**config.mk**
```make
export PLATFORM = sky130hd
export DESIGN_NAME = cpu_ctrl_fsm
export DESIGN_NICKNAME = d
export VERILOG_FILES = /design/src/rtl/cpu_ctrl_fsm.sv
export SDC_FILE = /design/constraint.sdc
export NUM_CORES = 1
export LEC_CHECK = 0
export ABC_AREA = 1
export BUFFER_PORTS_ARGS = -buffer_cell sky130_fd_sc_hd__buf_4
export CAP_MARGIN = 15
export CORE_AREA = 10 10 63 65
export DETAILED_ROUTE_END_ITERATION = 8
export DIE_AREA = 0 0 73 75
export GPL_TIMING_DRIVEN = 0
export PLACE_DENSITY_LB_ADDON = 0.15
export SLEW_MARGIN = 40
export SYNTH_ARGS = -nofsm -noshare
export SYNTH_HDL_FRONTEND = slang
export SYNTH_SLANG_ARGS = --single-unit
```
**constraint.sdc**
```tcl
create_clock -name clk -period 1.2 [get_ports clk]
set_input_delay 0.24 -clock clk [delete_from_list [all_inputs] [get_ports clk]]
set_output_delay 0.24 -clock clk [all_outputs]
set_load 0.05 [all_outputs]
```
**src/rtl/cpu_ctrl_fsm.sv**
```systemverilog
// -----------------------------------------------------------------------------
// cpu_ctrl_fsm
//   Multi-cycle control unit for the 8-bit accumulator CPU. Every instruction
//   passes through FETCH -> DECODE -> EXEC -> WB (4 cycles). A HALT opcode
//   parks the sequencer in HALT until reset. A retired-instruction counter
//   advances on every WB exit, HALT included.
//
//   Optional feature macro: CPU_CTRL_ILLEGAL_TRAP_EN
//     defined   : opcodes B..F hold the PC in WB, then trap into HALT with
//                 illegal=1 (held until reset)
//     undefined : opcodes B..F execute as NOP, illegal stays 0
//
// Ports
//   clk        in   system clock, rising edge
//   reset      in   synchronous active-low reset
//   ir_cu      in   [7:0] instruction, opcode = ir_cu[7:4]
//   acc_zero   in   accumulator==0 flag, used by JZ in WB
//   pc_mode    out  [2:0] 0 HOLD, 1 INC, 2 JUMP, 4 CLEAR
//   cu_alu     out  [3:0] 0 PASS_B, 1 ADD, 2 SUB, 3 AND, 4 OR, 5 NOT_A, F IDLE
//   ir_load    out  IR load strobe (FETCH)
//   wacc       out  accumulator write strobe (WB)
//   wm         out  data-memory write strobe (WB)
//   halted     out  sequencer is in HALT
//   illegal    out  illegal-opcode trap flag
//   instr_cnt  out  [CNT_W-1:0] retired-instruction count
//   state      out  [2:0] 0 FETCH, 1 DECODE, 2 EXEC, 3 WB, 4 HALT
// -----------------------------------------------------------------------------
module cpu_ctrl_fsm #(
  parameter int unsigned CNT_W    = 8,
  parameter logic [3:0]  HALT_OPC = 4'hA
) (
  input  logic             clk,
  input  logic             reset,
  input  logic [7:0]       ir_cu,
  input  logic             acc_zero,
  output logic [2:0]       pc_mode,
  output logic [3:0]       cu_alu,
  output logic             ir_load,
  output logic             wacc,
  output logic             wm,
  output logic             halted,
  output logic             illegal,
  output logic [CNT_W-1:0] instr_cnt,
  output logic [2:0]       state
);

`ifdef CPU_CTRL_ILLEGAL_TRAP_EN
  localparam logic TRAP_EN = 1'b1;
`else
  localparam logic TRAP_EN = 1'b0;
`endif

  typedef enum logic [2:0] {
    ST_FETCH  = 3'd0,
    ST_DECODE = 3'd1,
    ST_EXEC   = 3'd2,
    ST_WB     = 3'd3,
    ST_HALT   = 3'd4
  } state_e;

  localparam logic [2:0] PC_HOLD  = 3'd0;
  localparam logic [2:0] PC_INC   = 3'd1;
  localparam logic [2:0] PC_JUMP  = 3'd2;
  localparam logic [2:0] PC_CLEAR = 3'd4;

  localparam logic [3:0] ALU_IDLE = 4'hF;

  localparam logic [3:0] OP_NOP = 4'h0;
  localparam logic [3:0] OP_STA = 4'h2;
  localparam logic [3:0] OP_JMP = 4'h8;
  localparam logic [3:0] OP_JZ  = 4'h9;

  // ALU operation requested by an opcode during EXEC/WB.
  function automatic logic [3:0] alu_of(input logic [3:0] op);
    case (op)
      4'h1:    alu_of = 4'h0;  // LDA -> PASS_B
      4'h3:    alu_of = 4'h1;  // ADD
      4'h4:    alu_of = 4'h2;  // SUB
      4'h5:    alu_of = 4'h3;  // AND
      4'h6:    alu_of = 4'h4;  // OR
      4'h7:    alu_of = 4'h5;  // NOT -> NOT_A
      default: alu_of = ALU_IDLE;
    endcase
  endfunction

  // Opcodes whose result is written back into the accumulator.
  function automatic logic writes_acc(input logic [3:0] op);
    case (op)
      4'h1, 4'h3, 4'h4, 4'h5, 4'h6, 4'h7: writes_acc = 1'b1;
      default:                            writes_acc = 1'b0;
    endcase
  endfunction

  state_e           state_q, state_d;
  logic [3:0]       op_q, op_d;
  logic [CNT_W-1:0] instr_cnt_q, instr_cnt_d;
  logic             halted_q, halted_d;
  logic             illegal_q, illegal_d;

  logic             op_illegal_s;
  logic             trap_s;
  logic             unused_operand_s;

  // Operand bits are consumed by the datapath, not by the sequencer.
  assign unused_operand_s = ^ir_cu[3:0];
  assign op_illegal_s     = (op_q > 4'hA);
  assign trap_s           = TRAP_EN & op_illegal_s;

  // Next-state, latched opcode, counter and sticky flags.
  always_comb begin
    state_d     = state_q;
    op_d        = op_q;
    instr_cnt_d = instr_cnt_q;
    halted_d    = halted_q;
    illegal_d   = illegal_q;
    case (state_q)
      ST_FETCH:  state_d = ST_DECODE;
      ST_DECODE: begin
        op_d    = ir_cu[7:4];
        state_d = ST_EXEC;
      end
      ST_EXEC:   state_d = ST_WB;
      ST_WB: begin
        instr_cnt_d = instr_cnt_q + {{(CNT_W-1){1'b0}}, 1'b1};
        if ((op_q == HALT_OPC) || trap_s) begin
          state_d   = ST_HALT;
          halted_d  = 1'b1;
          illegal_d = trap_s;
        end else begin
          state_d = ST_FETCH;
        end
      end
      ST_HALT:   state_d = ST_HALT;
      default:   state_d = ST_FETCH;
    endcase
  end

  // Sequencer registers with synchronous active-low reset.
  always_ff @(posedge clk) begin
    if (!reset) begin
      state_q     <= ST_FETCH;
      op_q        <= OP_NOP;
      instr_cnt_q <= {CNT_W{1'b0}};
      halted_q    <= 1'b0;
      illegal_q   <= 1'b0;
    end else begin
      state_q     <= state_d;
      op_q        <= op_d;
      instr_cnt_q <= instr_cnt_d;
      halted_q    <= halted_d;
      illegal_q   <= illegal_d;
    end
  end

  // Moore output decode; reset forces safe values combinationally.
  always_comb begin
    pc_mode = PC_HOLD;
    cu_alu  = ALU_IDLE;
    ir_load = 1'b0;
    wacc    = 1'b0;
    wm      = 1'b0;
    if (!reset) begin
      pc_mode = PC_CLEAR;
    end else begin
      case (state_q)
        ST_FETCH:  ir_load = 1'b1;
        ST_DECODE: pc_mode = PC_HOLD;
        ST_EXEC:   cu_alu  = alu_of(op_q);
        ST_WB: begin
          cu_alu = alu_of(op_q);
          wacc   = writes_acc(op_q);
          wm     = (op_q == OP_STA);
          // JZ is the only output that looks at a live input.
          if (op_q == OP_JMP) begin
            pc_mode = PC_JUMP;
          end else if (op_q == OP_JZ) begin
            pc_mode = acc_zero ? PC_JUMP : PC_INC;
          end else if ((op_q == HALT_OPC) || trap_s) begin
            pc_mode = PC_HOLD;
          end else begin
            pc_mode = PC_INC;
          end
        end
        ST_HALT:   pc_mode = PC_HOLD;
        default:   pc_mode = PC_HOLD;
      endcase
    end
  end

  assign halted    = halted_q;
  assign illegal   = illegal_q;
  assign instr_cnt = instr_cnt_q;
  assign state     = state_q;

endmodule

```
==> flow_summary_export.csv, run 1 <==
group,metric,value,unit
status,status,"finished, violations left",
status,violations,"negative setup slack",
critical_path,worst_setup_path_end_kind,"output pin",
clock_network,clockBufferDepth,2,
logic_synthesis,synth_top_family_by_area,"simple AND/OR/NAND/NOR gates",
final_layout,syn2layout_area_growth,68.2,%
final_layout,antennaDiodeCount,0,
final_layout,instances_no_fill,196,
place,io_buffers,28,
logic_synthesis,synth_compound_area_share,11.8,%
die,rows,19,
global_route,grt_pass1_vias,855,
logic_synthesis,synth-simple-area-share,35.7,%
logic_synthesis,netlist-cell-type-count,16,
clock_network,cts_tree,"yes",
drt,first_pass_iters,4,
power,clockPowerShare,24.2,%
global_route,grt_max_degree,11,
drt,drtIter0Drc,26,
drt,wl_per_cell,11.6,µm
logic_synthesis,synthXorXnorAreaFrac,0,%
sta,rsz0062_at_grt,"yes",
clock_network,cts.clk_slew.worst_paths,0.09,ns
power,switchingPower,0.394,mW
final_layout,nets,178,
critical_path,required,0.96,ns
drt,viasPerCell,4.59,
clock_network,numCtsBuffers,3,
critical_path,cp_num_buf_inv,3,
power,switching_share,33.6,%
final_layout,final-seq-area,348,µm²
worst_hold_path,hp-class,"input pin to flip-flop",
critical_path,crit_family,"simple AND/OR/NAND/NOR gates",
place,dp_hpwl,1.86,mm
drt,via_count,899,
sta,hold_violations,0,
logic_synthesis,yosys_warnings,0,
clock_network,clock-root-buffer,"clkbuf_4",
drt,drc,0,
clock_network,clock_latency,0.28,ns
power,leakagePower,0.558,nW
logic_synthesis,syn_inst,126,
global_route,overflow,0,
critical_path,path_class,"flip-flop to output pin",
logic_synthesis,ys_seq_area_share,39.8,%
logic_synthesis,synth_fa_ha_area_share,1.55,%
final_layout,drive_gt1_share,47.9,%
sta,setup_viol,9,
critical_path,crit_slowest_cell,"dfxtp_4",
sta,holdWs,0.240,ns
final_layout,multi_input_area,529,µm²
flow_run,drv_cap,0,
critical_path,startpoint_type,"flip-flop",
sta,fin_skew,0.00511,ns
place,placed_cells_incl_taps,185,
sta,fmax,0.643,GHz
final_layout,design_area,0.00136,mm²
logic_synthesis,syn_area_per_cell,6.40,µm²
logic_synthesis,syn-num-nets,138,
power,internal-power,0.780,mW
drt,drt-total-wl,2.28,mm
die,design.core.area,0.00271,mm²
sta,finalCriticalPeriod,1.56,ns
power,pwr_density_cell,867,mW/mm²
power,combinationalPowerShare,26.0,%
critical_path,max_stage_delay,0.36,ns
sta,worst_slack,-0.356,ns
clock_network,clock-sinks,16,
power,vdd_drop_max,452,µV
logic_synthesis,synthMuxAreaShare,0,%
die,dieWidth,73,µm
power,pwr-share-seq,49.8,%
final_layout,num-fill-cells,293,
global_route,track_usage,8.89,%
sta,fin_crit_sh,130,%
clock_network,htreeDepth,1,
critical_path,cp_max_fo,3,
critical_path,cp_data_arrival_time,1.32,ns
place,dp_worst_setup_slack,-0.210,ns
sta,maxSlewViolCount,0,
global_route,antenna_found_initial,0,
die,io_pins,34,
clock_network,cts_hold_buffers,0,
die,fp.dieH,75,µm
logic_synthesis,syn-cell-area,806,µm²
sta,tns,-2.86,ns
critical_path,path_cells,"inv_4 -> nand2_4 -> nor2_4 -> inv_2 -> nor2_4 -> nand2_4 -> buf_8",
die,dieArea,0.00548,mm²
global_route,grt_pass1_wl,3.88,mm
die,initial_core_util,29.7,%
place,place_congestion,0.837,
drt,ant_nets,0,
logic_synthesis,synth_seq_cells,16,
place,placed_cell_area,0.00118,mm²
==> state kept, by name, summed over array words and instances, names as in the netlist <==
name	cells
halted	1
instr_cnt	8
op_q	4
state	3
==> kinds of logic after synthesis <==
group	after synthesis
adders and majority gates	1
other	1
buffers and inverters	22
AOI/OAI and AO/OA	19
and+or+nand+nor	67
DFF	16
==> per-stage QoR <==
step	power, mW	utilization (%)
final	1.17	50.0
after floorplan	0.780	-
after global routing	1.25	50.0
after detailed placement	0.857	43.6
after global placement	0.853	43.6
after CTS	1.18	47.9
==> cell type report <==
| class | count | share of cell area [%] |
|---|---|---|
| inverter | 20 | 5.72 |
| clock buffer | 3 | 1.66 |
| sequential | 16 | 25.7 |
| multi-input combinational | 88 | 39.1 |
| buffer | 2 | 0.831 |
| tap | 31 | 2.86 |
| clock inverter | 1 | 0.277 |
| timing repair buffer | 35 | 23.9 |
==> cells in the mapped netlist <==
cell	n	share of area, %
ha_1	1	1.6
inv_1	20	9.3
a21oi_1	8	5.0
nand4_1	1	0.78
dfxtp_1	16	40
buf_4	1	0.93
nor2_1	22	10
nor3b_1	1	0.93
conb_1	1	0.47
nor3_1	3	1.9
nand2_2	1	0.78
nand2_1	25	12
nand3_1	13	8.1
nor2_4	1	1.4
clkbuf_1	1	0.47
o21ai_0	11	6.8
==> routing by layer <==
layer / wire (µm) / part of all wire, % / vias up / track usage, %
li1: - / - / 478 / -
met1: 954 / 42 / 401 / 9.83
met2: 1120 / 49 / 18 / 14.5
met3: 187 / 8.2 / 2 / 3.94
met4: 16 / 0.70 / 0 / 3.80
met5: 0 / 0 / - / 0
==> worst paths after layout <==
path | from | end | slack, ns | cells after the start
worst max-delay path | state[2] | cu_alu[0] | -0.36 | 7
worst max register to register | state[0] | state[2] | 0.08 | 5
worst min-delay path | ir_cu[5] | op_q[1] | 0.24 | 3
worst min register to register | halted | halted | 0.46 | 2
==> power groups by stage <==
stage / sequential [mW] / clock [mW] / combinational (mW)
2_1_floorplan: 0.619 / 0 / 0.161
3_5_place_dp: 0.591 / 0 / 0.266
4_1_cts: 0.583 / 0.303 / 0.289
3_3_place_gp: 0.590 / 0 / 0.263
5_1_grt: 0.590 / 0.324 / 0.333
6_report: 0.585 / 0.284 / 0.306
==> repair_timing <==
action / 4_1_cts / 5_1_grt
endpoints found under the setup margin: 12 / 17
buffers inserted: 4 / 2
gates resized for setup: 20 / 12
gates cloned: 0 / 1
pin swaps: 5 / 3
==> tightest hold or removal path, delay by kind of cell <==
family | cells | cell delay [ns]
AOI/OAI and AO/OA | 2 | 0.17
buffers and inverters | 1 | 0.07
==> cells in the final DEF (no fill, tap or decap), drive strengths merged <==
cell    count
buf        36
nand2      26
nor2       23
inv        20
dfxtp      16
nand3      13
o21ai      11
a21oi       8
clkbuf      4
nor3        3
nand4       1
nor3b       1
ha          1
conb        1
clkinv      1
(Power assumes the default switching activity.)
==> inputs of run 2 (changes only) <==
Settings changed: ABC_AREA 1 to 0, CORE_AREA 10 10 63 65 to 2 2 46 70, DIE_AREA 0 0 73 75 to 0 0 48 72.
==> run 2 against run 1 <==
  * The run still ends with negative setup slack left
  * Clock skew barely moved
  * Combinational power rose by 30%
  * Sequential power fell by 0.7%
  * Non-clock buffer count rose by 16
  * Worst setup slack got worse by 0.049 ns
  * Core utilization rose by 7.5 points
  * Largest power group unchanged
==> flow_summary_export.csv, run 2 <==
group,metric,value,unit
status,status,"finished, violations left",
status,violations,"negative setup slack",
sta,hold_violations,0,
sta,worst_slack,-0.404,ns
die,fp.dieH,72,µm
logic_synthesis,synth_seq_cells,16,
drt,ant_nets,0,
final_layout,largest_reg_flops,8,
logic_synthesis,syn-cell-area,827,µm²
global_route,overflow,0,
place,dp_hpwl,1.56,mm
place,placed_cells_incl_taps,159,
sta,holdWs,0.235,ns
power,vdd_drop_max,684,µV
worst_hold_path,hp-class,"input pin to flip-flop",
final_layout,final_common_cell,"buf_4",
logic_synthesis,synth_flop_cell,"dfxtp_1",
logic_synthesis,synth_top_area_cell,"dfxtp_1",
logic_synthesis,ys_seq_area_share,38.7,%
drt,first_pass_iters,4,
logic_synthesis,syn_inst,92,
die,dieArea,0.00346,mm²
final_layout,utilization,57.5,%
final_layout,drive_gt1_share,67.4,%
clock_network,clock-root-buffer,"clkbuf_8",
clock_network,clockBufferDepth,2,
global_route,grt_pass1_wl,3.76,mm
drt,drt-total-wl,2.50,mm
critical_path,startpoint_type,"flip-flop",
clock_network,cts_tree,"yes",
global_route,grt_pass1_vias,845,
logic_synthesis,syn_area_per_cell,8.99,µm²
sta,fin_crit_sh,134,%
drt,viasPerCell,4.79,
sta,rsz0062_at_grt,"yes",
clock_network,numCtsBuffers,3,
logic_synthesis,yosys_warnings,0,
logic_synthesis,synth_edf_count,0,
drt,wl_per_cell,13.6,µm
critical_path,cp_max_fo,4,
drt,via_count,876,
final_layout,mostFrequentLayoutCells,"27 x buf_4, 21 x buf_6, 9 x dfxtp_4, 8 x nor2_1, 7 x nand2_1",
logic_synthesis,syn-num-nets,104,
sta,fin_skew,0.00483,ns
logic_synthesis,yosys-top-cells-area,"dfxtp_1 39%, mux2i_1 4.8%, nor2_1 4.5%, a21oi_1 3.6%, nand2_1 3.6%",
flow_run,drv_cap,0,
die,dieWidth,48,µm
drt,drtIter0Drc,26,
critical_path,cp_data_arrival_time,1.36,ns
sta,fmax,0.623,GHz
logic_synthesis,synth.top_cell.area_share,38.7,%
power,pwr_density_cell,844,mW/mm²
final_layout,nets,157,
final_layout,instances_no_fill,183,
logic_synthesis,netlist-cell-type-count,37,
final_layout,antennaDiodeCount,0,
global_route,antenna_found_initial,0,
die,io_pins,34,
die,initial_core_util,29.0,%
final_layout,syn2layout_area_growth,98.2,%
critical_path,worst_setup_path_end_kind,"output pin",
logic_synthesis,yosysMostFrequentCell,"dfxtp_1",
critical_path,required,0.96,ns
clock_network,htreeDepth,1,
clock_network,cts_hold_buffers,0,
global_route,grt_max_degree,11,
logic_synthesis,synthArstFlopShare,0,%
power,finalPower,1.38,mW
sta,setup_viol,20,
global_route,track_usage,14.8,%
sta,finalCriticalPeriod,1.60,ns
place,dp_worst_setup_slack,-0.532,ns
die,rows,24,
clock_network,clock_latency,0.24,ns
drt,drc,0,
die,design.core.area,0.00285,mm²
critical_path,path_class,"flip-flop to output pin",
place,place_congestion,0.713,
place,io_buffers,28,
clock_network,clock-sinks,16,
sta,maxSlewViolCount,0,
clock_network,cts.clk_slew.worst_paths,0.06,ns
logic_synthesis,synth_common_cells,"16 x dfxtp_1, 10 x nor2_1, 8 x nand2_1, 6 x a21oi_1",
power,leakagePower,0.658,nW
## run 2: changes by cell type after synthesis, sizes merged, moves of 2 or more
| cell | before | now |
|---|---|---|
| nand2 | 26 | 8 |
| inv | 20 | 4 |
| nor2 | 23 | 10 |
| nand3 | 13 | 1 |
| o21ai | 11 | 4 |
| mux2i | 0 | 4 |
| o31ai | 0 | 4 |
| buf | 1 | 4 |
| nand2b | 0 | 3 |
| or4 | 0 | 3 |
| a21oi | 8 | 6 |
| o21a | 0 | 2 |
| or3 | 0 | 2 |
| xnor2 | 0 | 2 |
## run 2: critical path, cell delays in order, from the launching register on
cell and delay, ns:
dfxtp_4 0.36, buf_6 0.12, nand2b_4 0.15, a2111oi_4 0.22
nand2_1 0.11, buf_6 0.17
## run 2: metrics by stage
step | cell area [µm²] | setup TNS [ns]
finish | 1640 | -4.29
global route | 1640 | -5.26
CTS | 1510 | -4.35
detailed placement | 1230 | -3.57
global placement | 1230 | -3.28
floorplan | 975 | -3.81
## run 2: repair_timing
action                                  CTS  global route
cloned                                    1             0
endpoints found under the setup margin   19            23
pin swaps                                 7             7
buffers inserted                         14             9
resized for setup                        33            20
## run 2: layout make-up
type / instances / area [µm²]
multi-input combinational: 67 / 634
buffer: 2 / 18.8
clock buffer: 4 / 45.0
fill: 262 / 1210
sequential: 16 / 360
timing repair buffer: 51 / 513
tap: 39 / 48.8
inverter: 4 / 18.8
## run 2: layer usage
metal	part of all wire (%)	track usage [%]
met1	38	17.8
met2	54	24.1
met3	4.2	2.49
met4	3.3	6.91
met5	0	0
## run 2: cells by family after synthesis
| group | Yosys count | share of synthesized area [%] |
|---|---|---|
| xor+xnor | 3 | 3.18 |
| mux | 4 | 4.84 |
| buf+inv | 9 | 6.35 |
| compound gates | 19 | 14.2 |
| fa+ha+maj | 1 | 1.51 |
| other cells | 1 | 0.453 |
| simple gates | 39 | 30.7 |
| flops | 16 | 38.7 |
## run 2: report_power, final
| group | internal [mW] | switching (mW) | leakage, nW |
|---|---|---|---|
| registers | 0.542 | 0.0383 | 0.139 |
| logic | 0.187 | 0.211 | 0.497 |
| clock network | 0.235 | 0.170 | 0.0228 |
## run 2: path summary, 6_finish.rpt
check                start           end  slack, ns  depth (start not counted)
setup reg to reg  state[2]  instr_cnt[6]      -0.23                          5
hold reg to reg     halted        halted       0.48                          1
hold / removal    ir_cu[6]       op_q[2]       0.24                          3
setup / recovery  state[2]     cu_alu[2]      -0.40                          5
==> inputs of run 3 (changes only) <==
Settings changed: MAX_ROUTING_LAYER set to met4, TNS_END_PERCENT set to 100.
==> run 3 against run 2 <==
  * The run still ends with negative setup slack left
  * Combinational power is essentially flat
  * First-iteration DRC count down 3.8%
  * Via count down 0.11%
  * Global-route usage rose by 0.39 points
  * Largest power group unchanged
==> flow_summary_export.csv, run 3 (synthesis gave the netlist of run 2 again) <==
group,metric,value,unit
global_route,grt_max_degree,11,
drt,wl_per_cell,13.8,µm
sta,setup_viol,20,
global_route,track_usage,15.1,%
power,leakagePower,0.658,nW
drt,via_count,875,
clock_network,clock-sinks,16,
final_layout,final-seq-area,360,µm²
drt,drt-total-wl,2.52,mm
drt,viasPerCell,4.78,
die,dieArea,0.00346,mm²
place,io_buffers,28,
critical_path,crit_path_frequent_cell,"buf_6",
place,place_congestion,0.721,
clock_network,clock-root-buffer,"clkbuf_8",
critical_path,worst_setup_path_end_kind,"output pin",
sta,finalCriticalPeriod,1.60,ns
sta,fmax,0.626,GHz
clock_network,cts_tree,"yes",
drt,drtIter0Drc,25,
global_route,antenna_found_initial,0,
drt,ant_nets,0,
final_layout,mostFrequentLayoutCells,"27 x buf_4, 21 x buf_6, 9 x dfxtp_4, 8 x nor2_1, 7 x nand2_1",
final_layout,multi_input_area,634,µm²
critical_path,crit_family,"flip-flops",
die,initial_core_util,29.0,%
critical_path,cp_data_arrival_time,1.36,ns
final_layout,syn2layout_area_growth,98.2,%
sta,holdWs,0.236,ns
die,io_pins,34,
status,violations,"negative setup slack",
sta,rsz0062_at_grt,"yes",
sta,worst_slack,-0.397,ns
die,dieWidth,48,µm
critical_path,cp_max_fo,4,
drt,first_pass_iters,4,
die,rows,24,
place,dp_worst_setup_slack,-0.532,ns
drt,drc,0,
critical_path,path_cells,"buf_6 -> nand2b_4 -> a2111oi_4 -> nand2_1 -> buf_6",
die,design.core.area,0.00285,mm²
power,vdd_drop_max,683,µV
status,status,"finished, violations left",
clock_network,cts.clk_slew.worst_paths,0.06,ns
clock_network,numCtsBuffers,3,
final_layout,num-fill-cells,262,
sta,fin_crit_sh,133,%
place,dp_hpwl,1.56,mm
global_route,overflow,0,
final_layout,nets,157,
clock_network,htreeDepth,1,
critical_path,required,0.96,ns
sta,hold_violations,0,
clock_network,clockBufferDepth,2,
sta,fin_skew,0.00508,ns
critical_path,cp_num_buf_inv,2,
global_route,grt_pass1_wl,3.75,mm
final_layout,largest_reg_flops,8,
critical_path,crit_slowest_cell,"dfxtp_4",
sta,maxSlewViolCount,0,
final_layout,drive_gt1_share,67.4,%
critical_path,startpoint_type,"flip-flop",
die,fp.dieH,72,µm
final_layout,antennaDiodeCount,0,
power,finalPower,1.38,mW
critical_path,max_stage_delay,0.36,ns
clock_network,cts_hold_buffers,0,
critical_path,path_class,"flip-flop to output pin",
flow_run,drv_cap,0,
global_route,grt_pass1_vias,845,
worst_hold_path,hp-class,"input pin to flip-flop",
power,pwr_density_cell,845,mW/mm²
clock_network,clock_latency,0.24,ns
final_layout,final_common_cell,"buf_4",
==> run 3: layout make-up <==
type	instances	share of cell area, %
clock buffer	4	2.75
timing repair buffer	51	31.3
multi-input combinational	67	38.7
tap	39	2.98
buffer	2	1.15
sequential	16	22.0
inverter	4	1.15
==> run 3: worst register-to-register path, cell delays in order, from the launching register on <==
cell	delay [ns]
dfxtp_4	0.36
buf_6	0.11
buf_6	0.11
nand3b_4	0.16
or4_4	0.48
a21oi_2	0.13
==> run 3: timing repair <==
action                                  CTS  global route
endpoints found under the setup margin   19            23
resized for setup                        33            20
setup buffers                            14             9
cloned                                    1             0
pin swaps                                 7             7
==> run 3: worst paths after layout <==
check / startpoint / end / slack (ns) / cells after the start
hold reg to reg: halted / halted / 0.48 / 1
setup reg to reg: state[2] / instr_cnt[6] / -0.23 / 5
setup / recovery: state[2] / cu_alu[2] / -0.40 / 5
hold / removal: ir_cu[6] / op_q[2] / 0.24 / 3
==> run 3: through the flow <==
step	util, %	area (µm²)	TNS, ns	cells
after global placement	43.2	1230	-3.28	159
after CTS	52.9	1510	-4.35	175
after detailed placement	43.2	1230	-3.57	159
final	57.5	1640	-4.31	183
after global routing	57.5	1640	-5.26	183
after floorplan	-	975	-3.81	92
==> run 3: power by group <==
part	switching [mW]	internal, mW
clock	0.170	0.235
combinational	0.211	0.187
sequential	0.0388	0.542
==> run 3: per-layer routing <==
metal,up-vias,routed length (µm),global-route usage (%),part of all wire (%)
li1,430,-,-,-
met4,0,59,6.91,2.3
met5,-,0,-,0
met1,413,987,17.8,39
met3,6,96,2.49,3.8
met2,26,1380,24.1,55
